File: config.mk
export PLATFORM = sky130hd
export DESIGN_NAME = instr_fetch_decode
export DESIGN_NICKNAME = d
export VERILOG_FILES = /design/src/rtl/instr_fetch_decode_pkg.sv /design/src/rtl/instr_fetch_decode_opcode_decoder.sv /design/src/rtl/instr_fetch_decode.sv
export SDC_FILE = /design/constraint.sdc
export NUM_CORES = 1
export LEC_CHECK = 0
export ABC_AREA = 1
export CAP_MARGIN = 20
export CORE_MARGIN = 1
export CORE_UTILIZATION = 48
export DETAILED_ROUTE_END_ITERATION = 8
export PLACE_DENSITY = 0.79
export SETUP_SLACK_MARGIN = 0.05
export SKIP_LAST_GASP = 1
export SLEW_MARGIN = 20
export SYNTH_ARGS = -nofsm -noshare
export SYNTH_HDL_FRONTEND = slang
export SYNTH_SLANG_ARGS = --single-unit
export TNS_END_PERCENT = 10
File: constraint.sdc
create_clock -name clk -period 1.61 [get_ports clk]
set_clock_uncertainty 0.1 [all_clocks]
set_input_delay 0.322 -clock clk [delete_from_list [all_inputs] [get_ports clk]]
set_output_delay 0.322 -clock clk [all_outputs]
set_load 0.02 [all_outputs]
File: src/rtl/instr_fetch_decode_pkg.sv
// Shared definitions for the program memory, fetch/decode and execute blocks:
// opcode constants, instruction field positions and the fetch FSM encoding.
package instr_fetch_decode_pkg;

    localparam int OPC_MSB = 14;
    localparam int OPC_LSB = 11;
    localparam int REG_MSB = 10;
    localparam int REG_LSB = 8;
    localparam int MEM_MSB = 7;
    localparam int MEM_LSB = 3;
    localparam int IMM_MSB = 2;
    localparam int IMM_LSB = 0;

    localparam logic [3:0] OP_LOAD_DIR = 4'b1110;
    localparam logic [3:0] OP_LOAD_MEM = 4'b1100;
    localparam logic [3:0] OP_STR      = 4'b1101;
    localparam logic [3:0] OP_MOV      = 4'b1011;
    localparam logic [3:0] OP_JMP      = 4'b0000;
    localparam logic [3:0] OP_HALT     = 4'b1111;

    typedef enum logic [2:0] {
        ST_FETCH  = 3'd0,
        ST_WAIT   = 3'd1,
        ST_DECODE = 3'd2,
        ST_ISSUE  = 3'd3,
        ST_HALT   = 3'd4
    } fsm_state_t;

    typedef struct packed {
        logic ld_dir;
        logic ld_mem;
        logic str;
        logic mov;
        logic jmp;
        logic alu;
    } instr_class_t;

endpackage

File: src/rtl/instr_fetch_decode_opcode_decoder.sv
// Combinational opcode-to-class decoder; HALT raises no class flag and every
// unlisted opcode is an ALU operation.
module opcode_decoder
    import instr_fetch_decode_pkg::*;
(
    input  logic [3:0]   i_opcode,
    output instr_class_t o_class
);

    always_comb begin
        o_class = '0;
        case (i_opcode)
            OP_LOAD_DIR: o_class.ld_dir = 1'b1;
            OP_LOAD_MEM: o_class.ld_mem = 1'b1;
            OP_STR:      o_class.str    = 1'b1;
            OP_MOV:      o_class.mov    = 1'b1;
            OP_JMP:      o_class.jmp    = 1'b1;
            OP_HALT:     o_class        = '0;
            default:     o_class.alu    = 1'b1;
        endcase
    end

endmodule

File: src/rtl/instr_fetch_decode.sv
// Instruction fetch/decode engine: FETCH -> WAIT -> DECODE -> ISSUE, holding
// decoded fields stable for the execute stage until exec_done.
module instr_fetch_decode
    import instr_fetch_decode_pkg::*;
#(
    parameter int PC_W = 5,
    parameter int IW   = 15
) (
    input  logic            clk,
    input  logic            rst,
    output logic [PC_W-1:0] adp_bus,
    output logic            rd,
    output logic            wr,
    input  logic [IW-1:0]   pgm_line,
    output logic [3:0]      opcode,
    output logic [2:0]      add_reg,
    output logic [4:0]      add_mem,
    output logic [2:0]      data,
    output logic            is_ld_dir,
    output logic            is_ld_mem,
    output logic            is_str,
    output logic            is_mov,
    output logic            is_jmp,
    output logic            is_alu,
    output logic            instr_valid,
    input  logic            exec_done,
    output logic            halted,
    output logic [2:0]      dbg_state
);

    fsm_state_t   r_state;
    fsm_state_t   w_next;
    logic [PC_W-1:0] r_pc;
    logic [IW-1:0]   r_ir;
    logic [3:0]      r_opcode;
    logic [2:0]      r_add_reg;
    logic [4:0]      r_add_mem;
    logic [2:0]      r_data;
    instr_class_t    r_class;
    instr_class_t    w_class;

    opcode_decoder u_opcode_decoder (
        .i_opcode (r_ir[OPC_MSB:OPC_LSB]),
        .o_class  (w_class)
    );

    always_comb begin
        w_next = r_state;
        case (r_state)
            ST_FETCH:  w_next = ST_WAIT;
            ST_WAIT:   w_next = ST_DECODE;
            ST_DECODE: w_next = (r_ir[OPC_MSB:OPC_LSB] == OP_HALT) ? ST_HALT : ST_ISSUE;
            ST_ISSUE:  w_next = exec_done ? ST_FETCH : ST_ISSUE;
            ST_HALT:   w_next = ST_HALT;
            default:   w_next = ST_FETCH;
        endcase
    end

    always_ff @(posedge clk or posedge rst) begin
        if (rst) begin
            r_state   <= ST_FETCH;
            r_pc      <= '0;
            r_ir      <= '0;
            r_opcode  <= '0;
            r_add_reg <= '0;
            r_add_mem <= '0;
            r_data    <= '0;
            r_class   <= '0;
        end else begin
            r_state <= w_next;
            case (r_state)
                ST_WAIT: r_ir <= pgm_line;
                ST_DECODE: begin
                    r_opcode  <= r_ir[OPC_MSB:OPC_LSB];
                    r_add_reg <= r_ir[REG_MSB:REG_LSB];
                    r_add_mem <= r_ir[MEM_MSB:MEM_LSB];
                    r_data    <= r_ir[IMM_MSB:IMM_LSB];
                    r_class   <= w_class;
                end
                // The PC only moves once the execute stage has taken the instruction.
                ST_ISSUE: begin
                    if (exec_done) begin
                        r_pc <= r_class.jmp ? PC_W'(r_add_mem) : r_pc + PC_W'(1);
                    end
                end
                default: ;
            endcase
        end
    end

    // rd is gated by rst so the strobe is low for the whole reset window even
    // though the reset state is FETCH.
    assign rd          = (r_state == ST_FETCH) && !rst;
    assign wr          = 1'b0;
    assign adp_bus     = r_pc;
    assign instr_valid = (r_state == ST_ISSUE);
    assign halted      = (r_state == ST_HALT);
    assign dbg_state   = r_state;

    assign opcode    = r_opcode;
    assign add_reg   = r_add_reg;
    assign add_mem   = r_add_mem;
    assign data      = r_data;
    assign is_ld_dir = r_class.ld_dir;
    assign is_ld_mem = r_class.ld_mem;
    assign is_str    = r_class.str;
    assign is_mov    = r_class.mov;
    assign is_jmp    = r_class.jmp;
    assign is_alu    = r_class.alu;

endmodule

== After elaboration in Yosys (flattened, before gate mapping) ==
Index checks and enable logic that the tools add are counted.
Word-level totals
  register bits: 44
  output and inout bits: 33
  word-level logic and storage cells: 39
  input bits: 18
Cells by class
  reductions and logical operators: 6
  equality and inequality tests: 9
  mux-type cells: 10
  add/sub/neg operators: 1
Operators by type and width (number)
  equality test 4 bit, second input constant: 5
  case mux 3 bit (5 select lines): 1
  equality test 3 x 2 -> 1 bit, second input constant: 2
  two-way mux 1 bit: 6
  OR reduction 6 bit: 1
  adder 5 x 1 -> 5 bit, second input constant: 1
  two-way mux 5 bit: 1
  logical NOT 4 bit: 1
  equality test 3 x 1 -> 1 bit, second input constant: 1
  equality test 3 bit, second input constant: 1
  logical NOT 3 bit: 1
  two-way mux 3 bit: 1
  two-way mux 2 bit: 1
  AND reduction 2 bit: 1
  logical AND 1 bit: 1
  logical NOT 1 bit: 1

== Longest topological paths before layout ==
Gate-level depths: netlist of the first run.
  depth in word-level cells: 3
  mapped depth: 6
  depth with buffers taken out: 6

== Cells and area by module ==
A second synthesis of the first run with hierarchy kept.
Unflattened totals
  cell total of the unflattened synthesis: 231
  area total of the unflattened synthesis: 1950.6 um^2
By module, submodules not included
  instr_fetch_decode: times used 1, seq. area each 1101.1 um^2, area an instance 1865.5 um^2, cells each 216
  opcode_decoder: times used 1, seq. area each 0.0 um^2, area an instance 85.1 um^2, cells each 15

== Worst setup path after synthesis of the first run ==
Ideal clock, no wire load.
  path type: register -> output
  start point: register r_state[2], in the netlist dbg_state[2]
  end point: output port rd
  data arrival time: 0.997 ns
  path slack: 0.191 ns
  data required time: 1.188 ns
  cell stages (with the launch flop): 4
  path buffers: 0
  path through: dfrtp_1 > inv_2 > nand3_1 > nor2_1
On the way
  cells in the longest elaborated chain, start to end: 2
RTL lines
  start: declaration: RTL line instr_fetch_decode.sv:31  | fsm_state_t r_state;
  start signal: assignment: RTL line instr_fetch_decode.sv:70  | r_state <= w_next;
  logical NOT 3 bit: RTL line instr_fetch_decode.sv:93  | assign rd = (r_state == ST_FETCH) && !rst;
  logical AND 1 bit: RTL line instr_fetch_decode.sv:93
  end: declaration: RTL line instr_fetch_decode.sv:12  | output logic rd,
No other way between the ends.

== Worst setup path in the final report of the first run ==
  start point: register r_add_mem[0], in the netlist add_mem[0]
  end point: output port add_mem[0]
RTL lines
  start: declaration: RTL line instr_fetch_decode.sv:37  | logic [4:0] r_add_mem;
  start signal: assignment: RTL line instr_fetch_decode.sv:76  | r_add_mem <= r_ir[MEM_MSB:MEM_LSB];
  end: declaration: RTL line instr_fetch_decode.sv:17  | output logic [4:0] add_mem,
No word-level cell between the ends.

==> results of run 1 <==
## cell usage in the layout, fill, tap and decap left out, types with 2 or more instances in the layout
cell type / netlist / final
sky130_fd_sc_hd__dlygate4sd2_1: 0 / 3
sky130_fd_sc_hd__buf_2: 2 / 2
sky130_fd_sc_hd__o21ai_0: 17 / 17
sky130_fd_sc_hd__clkbuf_8: 0 / 6
sky130_fd_sc_hd__nor2_1: 13 / 13
sky130_fd_sc_hd__o21ai_1: 4 / 4
sky130_fd_sc_hd__dlymetal6s2s_1: 0 / 2
sky130_fd_sc_hd__clkdlybuf4s50_1: 0 / 41
sky130_fd_sc_hd__nand3_1: 11 / 11
sky130_fd_sc_hd__a21oi_1: 4 / 4
sky130_fd_sc_hd__dfrtp_1: 44 / 44
sky130_fd_sc_hd__buf_4: 2 / 15
sky130_fd_sc_hd__buf_12: 0 / 2
sky130_fd_sc_hd__nand4_1: 3 / 3
sky130_fd_sc_hd__inv_2: 3 / 4
sky130_fd_sc_hd__clkbuf_1: 0 / 2
sky130_fd_sc_hd__nand2_1: 88 / 88
sky130_fd_sc_hd__inv_1: 25 / 24
## stage by stage
| step | hold slack, ns | power [mW] |
|---|---|---|
| after global placement | 0.349 | 4.78 |
| after floorplan | 0.342 | 3.64 |
| after global routing | 0.389 | 5.97 |
| final | 0.363 | 5.49 |
| after CTS | 0.364 | 5.53 |
| after detailed placement | 0.354 | 4.88 |
## final cells by class
type,count,area (um^2)
fillers,303,1100
flip-flops and latches,44,1100
multi-input cells,147,647
repair buffers,66,629
inverters,29,111
clock buffers,8,90.1
well taps,48,60.1
## kinds of logic after synthesis
logic type / share of synthesized area
DFF: 0.574
other: 0.00196
and+or+nand+nor: 0.260
AOI/OAI and AO/OA: 0.0685
adders and majority gates: 0.00652
buffers and inverters: 0.0887
## Yosys cell counts, drive strengths merged
cell type / n
buf: 7
conb: 1
or2: 1
nor2: 13
nand2: 88
ha: 1
o21ai: 21
nand3: 13
o22ai: 1
inv: 29
a21oi: 4
nand4: 4
dfrtp: 44
## power breakdown
group	total (mW)	leakage [nW]	switching, mW	internal (mW)
Combinational	2.85	0.816	1.61	1.24
Sequential	1.94	0.550	0.309	1.63
Clock	0.700	0.0455	0.350	0.350
Total	5.48	1.41	2.27	3.22
## layer usage
metal  up-vias  GRT usage  part of all wire
li1        833          -                 -
met1       753      0.257              0.45
met2        43      0.369              0.49
met3         5     0.0365             0.039
met4         0     0.0815             0.015
met5         -          0                 0
## worst max path at each step
stage	start	endpoint	slack [ns]	cells past startpoint
final	add_mem[0]$_DFFE_PP0N_	add_mem[0]	-0.10	1
after global routing	add_mem[0]$_DFFE_PP0N_	add_mem[0]	-0.16	1
after CTS	adp_bus[4]$_DFFE_PP0P_	adp_bus[4]	-0.12	1
after detailed placement	rst	rd	-0.27	3
after global placement	rst	rd	-0.25	3
after floorplan	rst	add_mem[0]$_DFFE_PP0N_	0.16	1
## what timing repair did
| item | 4_1_cts | 5_1_grt |
|---|---|---|
| resized for setup | 12 | 4 |
| setup endpoints to repair | 32 | 32 |
| pin swaps | 0 | 0 |
| buffers inserted | 0 | 0 |
| endpoints found under the hold margin | 0 | 0 |
==> impl_metrics.env, run 1 <==
export IMPL_path_delay_family="buffers and inverters"
export IMPL_timing_final_setup_violations=24
export IMPL_min_period_over_period=1.06
export IMPL_die_width_um=65.2
export IMPL_drt_first_pass_iters=4
export IMPL_cts_buffers=5
export IMPL_cts_tree="yes"
export IMPL_synthDominantCellAreaShare=0.574
export IMPL_timing_critical_path_slowest_cell_delay_ns=0.63
export IMPL_place_area_um2=2560
export IMPL_cp_data_required_time_ns=1.19
export IMPL_worstPathArrival_ns=1.29
export IMPL_cell_area_after_technology_mapping_um2=1920
export IMPL_grt_start_max_net_pins=45
export IMPL_numPortBuffers=49
export IMPL_timing_critical_path_cells="clkdlybuf4s50_1"
export IMPL_critical_path_max_fanout=3
export IMPL_totalWireLength_mm=3.80
export IMPL_power_per_cell_area_nw_per_um2=2080
export IMPL_finalWeightedCongestion=0.772
export IMPL_final_critical_path_setup_slack_ns=-0.104
export IMPL_placeableCoreArea_um2=3740
export IMPL_synth_yosys_warnings=0
export IMPL_flow_area_growth_from_synthesis_pct=37.6
export IMPL_min_path_cells=2
export IMPL_clk_pin_slew_worst_paths_ns=0.08
export IMPL_element_type_at_the_critical_path_start="register"
export IMPL_dr_total_vias=1634
export IMPL_number_of_max_cap_violations=0
export IMPL_cpMaxStageDelayCell="sky130_fd_sc_hd__clkdlybuf4s50_1"
export IMPL_final_hold_violation_count=0
export IMPL_top_level_ports=51
export IMPL_worst_r2r_path_depth=6
export IMPL_ys_seq_elements=44
export IMPL_fp_dieH_um=65.2
export IMPL_syn_inst=227
export IMPL_clk_latency_ns=0.29
export IMPL_power_ir_vdd_worst_v=0.000985
export IMPL_timing_critical_path_buf_inv=1
export IMPL_number_of_antenna_violations_at_the_first_check_in_global_routing=0
export IMPL_grt_pass1_vias=1627
export IMPL_overall_die_area_um2=4250
export IMPL_dp_final_hpwl_mm=2.70
export IMPL_critical_path_reg2reg_endpoint="is_str$_DFFE_PP0N_"
export IMPL_clock_tree_root_cell="sky130_fd_sc_hd__clkbuf_8"
export IMPL_initial_core_util=0.512
export IMPL_finalCriticalPeriod_ns=1.71
export IMPL_avgSynthCellArea_um2=8.45
export IMPL_cts_hold_buf=0
export IMPL_synth_sequential_area_ratio=0.574
export IMPL_detail_route_wl_per_cell_um=11.1
export IMPL_synth_top_cells_by_area="sky130_fd_sc_hd__dfrtp_1 57%, sky130_fd_sc_hd__nand2_1 17%, sky130_fd_sc_hd__inv_1 4.9%, sky130_fd_sc_hd__o21ai_0 4.4%, sky130_fd_sc_hd__nand3_1 2.9%"
export IMPL_placedCellCount=334
export IMPL_hold_start="r_ir[3]$_DFFE_PP0P_"
export IMPL_std_cell_rows=22
export IMPL_critical_path_reg2reg_startpoint="dbg_state[2]$_DFF_PP0_"
export IMPL_numClockSinks=44
export IMPL_drc=0
export IMPL_viasPerCell=4.78
export IMPL_place_ws_ns=-0.273
export IMPL_setup_worst_path_class="reg -> out"
export IMPL_rsz0062_at_grt="true"
export IMPL_violations="setup timing"
export IMPL_netlist_cell_type_count=21
export IMPL_hold_removal_path_class="reg -> reg"
export IMPL_grt_overflow=0
export IMPL_slew_violations=0
export IMPL_finish_utilization=0.705
export IMPL_run_status="finished, violations left"
export IMPL_power_leakage_nw=1.41
export IMPL_timing_fmax_ghz=0.584
export IMPL_setup_reg_to_reg_worst_slack_ns=0.19
export IMPL_final_cell_count_no_fill=342
export IMPL_fin_setup_tns_ns=-1.58
export IMPL_route_antenna_remaining_nets=0
export IMPL_final_nets=312
export IMPL_flip_flop_count_of_the_largest_register_all_copies_and_words_added=15
export IMPL_timing_critical_path_to_type="output pin"
export IMPL_synth_top_cell_by_area="sky130_fd_sc_hd__dfrtp_1"
export IMPL_first_pass_grt_wire_length_mm=6.87
export IMPL_cts_root_to_sink_buffers=2
export IMPL_timing_hold_worst_endpoint="add_mem[0]$_DFFE_PP0N_"
export IMPL_finish_instance_area_um2=2640
export IMPL_antenna_cells_inserted=0
export IMPL_post_route_cells_drive_above_1_share=0.119
export IMPL_iteration_0_drc_markers=80
export IMPL_top_register="r_ir"
export IMPL_syn_nets=246
export IMPL_groute_usage_overall=0.210
export IMPL_cts_htree_levels=2
Note: power is estimated with default switching activity, not from simulation.
==> run 2: changes to the inputs <==
==> constraint.sdc (replaced) <==
create_clock -name clk -period 1.61 [get_ports clk]
set_clock_uncertainty 0.1 [all_clocks]
set_input_delay 0.483 -clock clk [delete_from_list [all_inputs] [get_ports clk]]
set_output_delay 0.483 -clock clk [all_outputs]
set_load 0.02 [all_outputs]
==> impl_metrics.env, run 2 (synthesis results as in run 1) <==
export IMPL_final_nets=322
export IMPL_setup_worst_path_class="reg -> out"
export IMPL_drt_first_pass_iters=4
export IMPL_grt_overflow=0
export IMPL_cts_root_to_sink_buffers=2
export IMPL_hold_worst_slack_ns=0.369
export IMPL_die_width_um=65.2
export IMPL_place_ws_ns=-0.593
export IMPL_min_period_over_period=1.06
export IMPL_mostFrequentLayoutCell="sky130_fd_sc_hd__nand2_1"
export IMPL_timing_critical_path_slowest_cell_delay_ns=0.40
export IMPL_worstPathArrival_ns=1.13
export IMPL_cts_buffers=5
export IMPL_path_delay_family="flip-flops"
export IMPL_power_per_cell_area_nw_per_um2=2030
export IMPL_critical_path_max_fanout=3
export IMPL_flip_flop_count_of_the_largest_register_all_copies_and_words_added=15
export IMPL_power_ir_vdd_worst_v=0.00105
export IMPL_post_route_cells_drive_above_1_share=0.164
export IMPL_timing_critical_path_buf_inv=2
export IMPL_finalCriticalPeriod_ns=1.71
export IMPL_final_hold_violation_count=0
export IMPL_route_antenna_remaining_nets=0
export IMPL_cpMaxStageDelayCell="sky130_fd_sc_hd__dfrtp_1"
export IMPL_groute_usage_overall=0.207
export IMPL_clk_latency_ns=0.29
export IMPL_slew_violations=0
export IMPL_timing_final_setup_violations=7
export IMPL_grt_pass1_vias=1459
export IMPL_run_status="finished, violations left"
export IMPL_dr_total_vias=1692
export IMPL_antenna_cells_inserted=0
export IMPL_element_type_at_the_critical_path_start="register"
export IMPL_final_critical_path_setup_slack_ns=-0.101
export IMPL_cp_data_required_time_ns=1.03
export IMPL_flow_area_growth_from_synthesis_pct=40.6
export IMPL_cts_hold_buf=0
export IMPL_numClockSinks=44
export IMPL_top_register="r_ir"
export IMPL_drc=0
export IMPL_first_pass_grt_wire_length_mm=6.65
export IMPL_number_of_antenna_violations_at_the_first_check_in_global_routing=0
export IMPL_cts_htree_levels=2
export IMPL_viasPerCell=4.81
export IMPL_finish_utilization=0.721
export IMPL_initial_core_util=0.512
export IMPL_overall_die_area_um2=4250
export IMPL_worstSetupStartpoint="dbg_state[0]$_DFF_PP0_"
export IMPL_finalWeightedCongestion=0.775
export IMPL_fin_total_pwr_mw=5.48
export IMPL_hold_removal_path_class="reg -> reg"
export IMPL_most_common_layout_cells="88 x sky130_fd_sc_hd__nand2_1, 44 x sky130_fd_sc_hd__dfrtp_1, 29 x sky130_fd_sc_hd__dlygate4sd2_1, 29 x sky130_fd_sc_hd__buf_4, 24 x sky130_fd_sc_hd__inv_1"
export IMPL_rsz0062_at_grt="true"
export IMPL_clock_tree_root_cell="sky130_fd_sc_hd__clkbuf_8"
export IMPL_violations="setup timing"
export IMPL_dp_final_hpwl_mm=2.78
export IMPL_fp_dieH_um=65.2
export IMPL_iteration_0_drc_markers=124
export IMPL_hold_start="r_ir[4]$_DFFE_PP0P_"
export IMPL_detail_route_wl_per_cell_um=11.3
export IMPL_number_of_max_cap_violations=0
export IMPL_totalWireLength_mm=3.98
export IMPL_critical_path_reg2reg_startpoint="dbg_state[2]$_DFF_PP0_"
export IMPL_timing_critical_path_to_type="output pin"
export IMPL_grt_start_max_net_pins=32
export IMPL_cts_tree="yes"
export IMPL_timing_critical_path_cells="inv_2 -> nand3_2 -> nor2_1 -> buf_4"
export IMPL_power_leakage_nw=1.52
export IMPL_timing_fmax_ghz=0.585
export IMPL_clk_pin_slew_worst_paths_ns=0.08
export IMPL_numPortBuffers=49
export IMPL_placeableCoreArea_um2=3740
export IMPL_top_level_ports=51
export IMPL_std_cell_rows=22
-- run 2: cell types whose count changed in the layout (fill, tap and decap cells not counted) --
cell / before / now
sky130_fd_sc_hd__nand3_1: 11 / 9
sky130_fd_sc_hd__clkbuf_2: 1 / 0
sky130_fd_sc_hd__clkdlybuf4s50_1: 41 / 16
sky130_fd_sc_hd__buf_2: 2 / 0
sky130_fd_sc_hd__nand3_2: 1 / 3
sky130_fd_sc_hd__buf_4: 15 / 29
sky130_fd_sc_hd__dlymetal6s2s_1: 2 / 0
sky130_fd_sc_hd__clkbuf_1: 2 / 0
sky130_fd_sc_hd__clkinv_2: 0 / 2
sky130_fd_sc_hd__clkinvlp_4: 0 / 1
sky130_fd_sc_hd__dlygate4sd2_1: 3 / 29
sky130_fd_sc_hd__inv_2: 4 / 3
-- run 2: metal layers --
metal / part of all wire / GRT usage / vias to the layer above
li1: - / - / 850
met1: 0.46 / 0.280 / 784
met2: 0.48 / 0.329 / 52
met3: 0.045 / 0.0486 / 6
met4: 0.013 / 0.0652 / 0
met5: 0 / 0 / -
-- run 2: final timing paths --
| path | end | depth (start not counted) | slack (ns) |
|---|---|---|---|
| worst max-delay path | rd | 4 | -0.10 |
| worst min-delay path | add_mem[1]$_DFFE_PP0N_ | 2 | 0.37 |
| worst max register to register | is_ld_dir$_DFFE_PP0N_ | 7 | 0.07 |
| worst min register to register | add_mem[1]$_DFFE_PP0N_ | 2 | 0.37 |
| max in group asynchronous | r_ir[5]$_DFFE_PP0P_ | 4 | 0.83 |
| min in group asynchronous | add_mem[1]$_DFFE_PP0N_ | 4 | 0.39 |
-- run 2: cell type report --
type | instances | area [um^2]
multi-input combinational | 147 | 657
timing repair buffer | 76 | 672
clock inverter | 2 | 10.0
sequential | 44 | 1100
clock buffer | 6 | 82.6
fill | 325 | 1050
inverter | 29 | 115
tap | 48 | 60.1
-- run 2: power by group --
part	switching [mW]	internal [mW]	total [mW]
logic	1.67	1.20	2.87
clock network	0.348	0.342	0.690
registers	0.287	1.63	1.91
-- run 2: stage by stage --
stage | instance area (um^2) | setup TNS [ns] | cells
after floorplan | 1920 | 0 | 227
after global placement | 2600 | -1.21 | 338
after detailed placement | 2600 | -1.34 | 338
after CTS | 2670 | -0.392 | 349
after global routing | 2700 | -0.962 | 352
final | 2700 | -0.365 | 352
-- run 2: worst reg2reg max path, delay by kind of cell, from the launching register on --
| kind | cells | cell delay (ns) |
|---|---|---|
| buffers and inverters | 4 | 0.53 |
| DFF | 1 | 0.39 |
| and+or+nand+nor | 2 | 0.28 |
| AOI/OAI and AO/OA | 1 | 0.14 |
-- run 2: timing repair --
action / in CTS / in global routing
setup buffers: 3 / 3
pin swaps: 1 / 2
resized for setup: 48 / 3
endpoints found under the setup margin: 32 / 42
gates cloned: 0 / 0
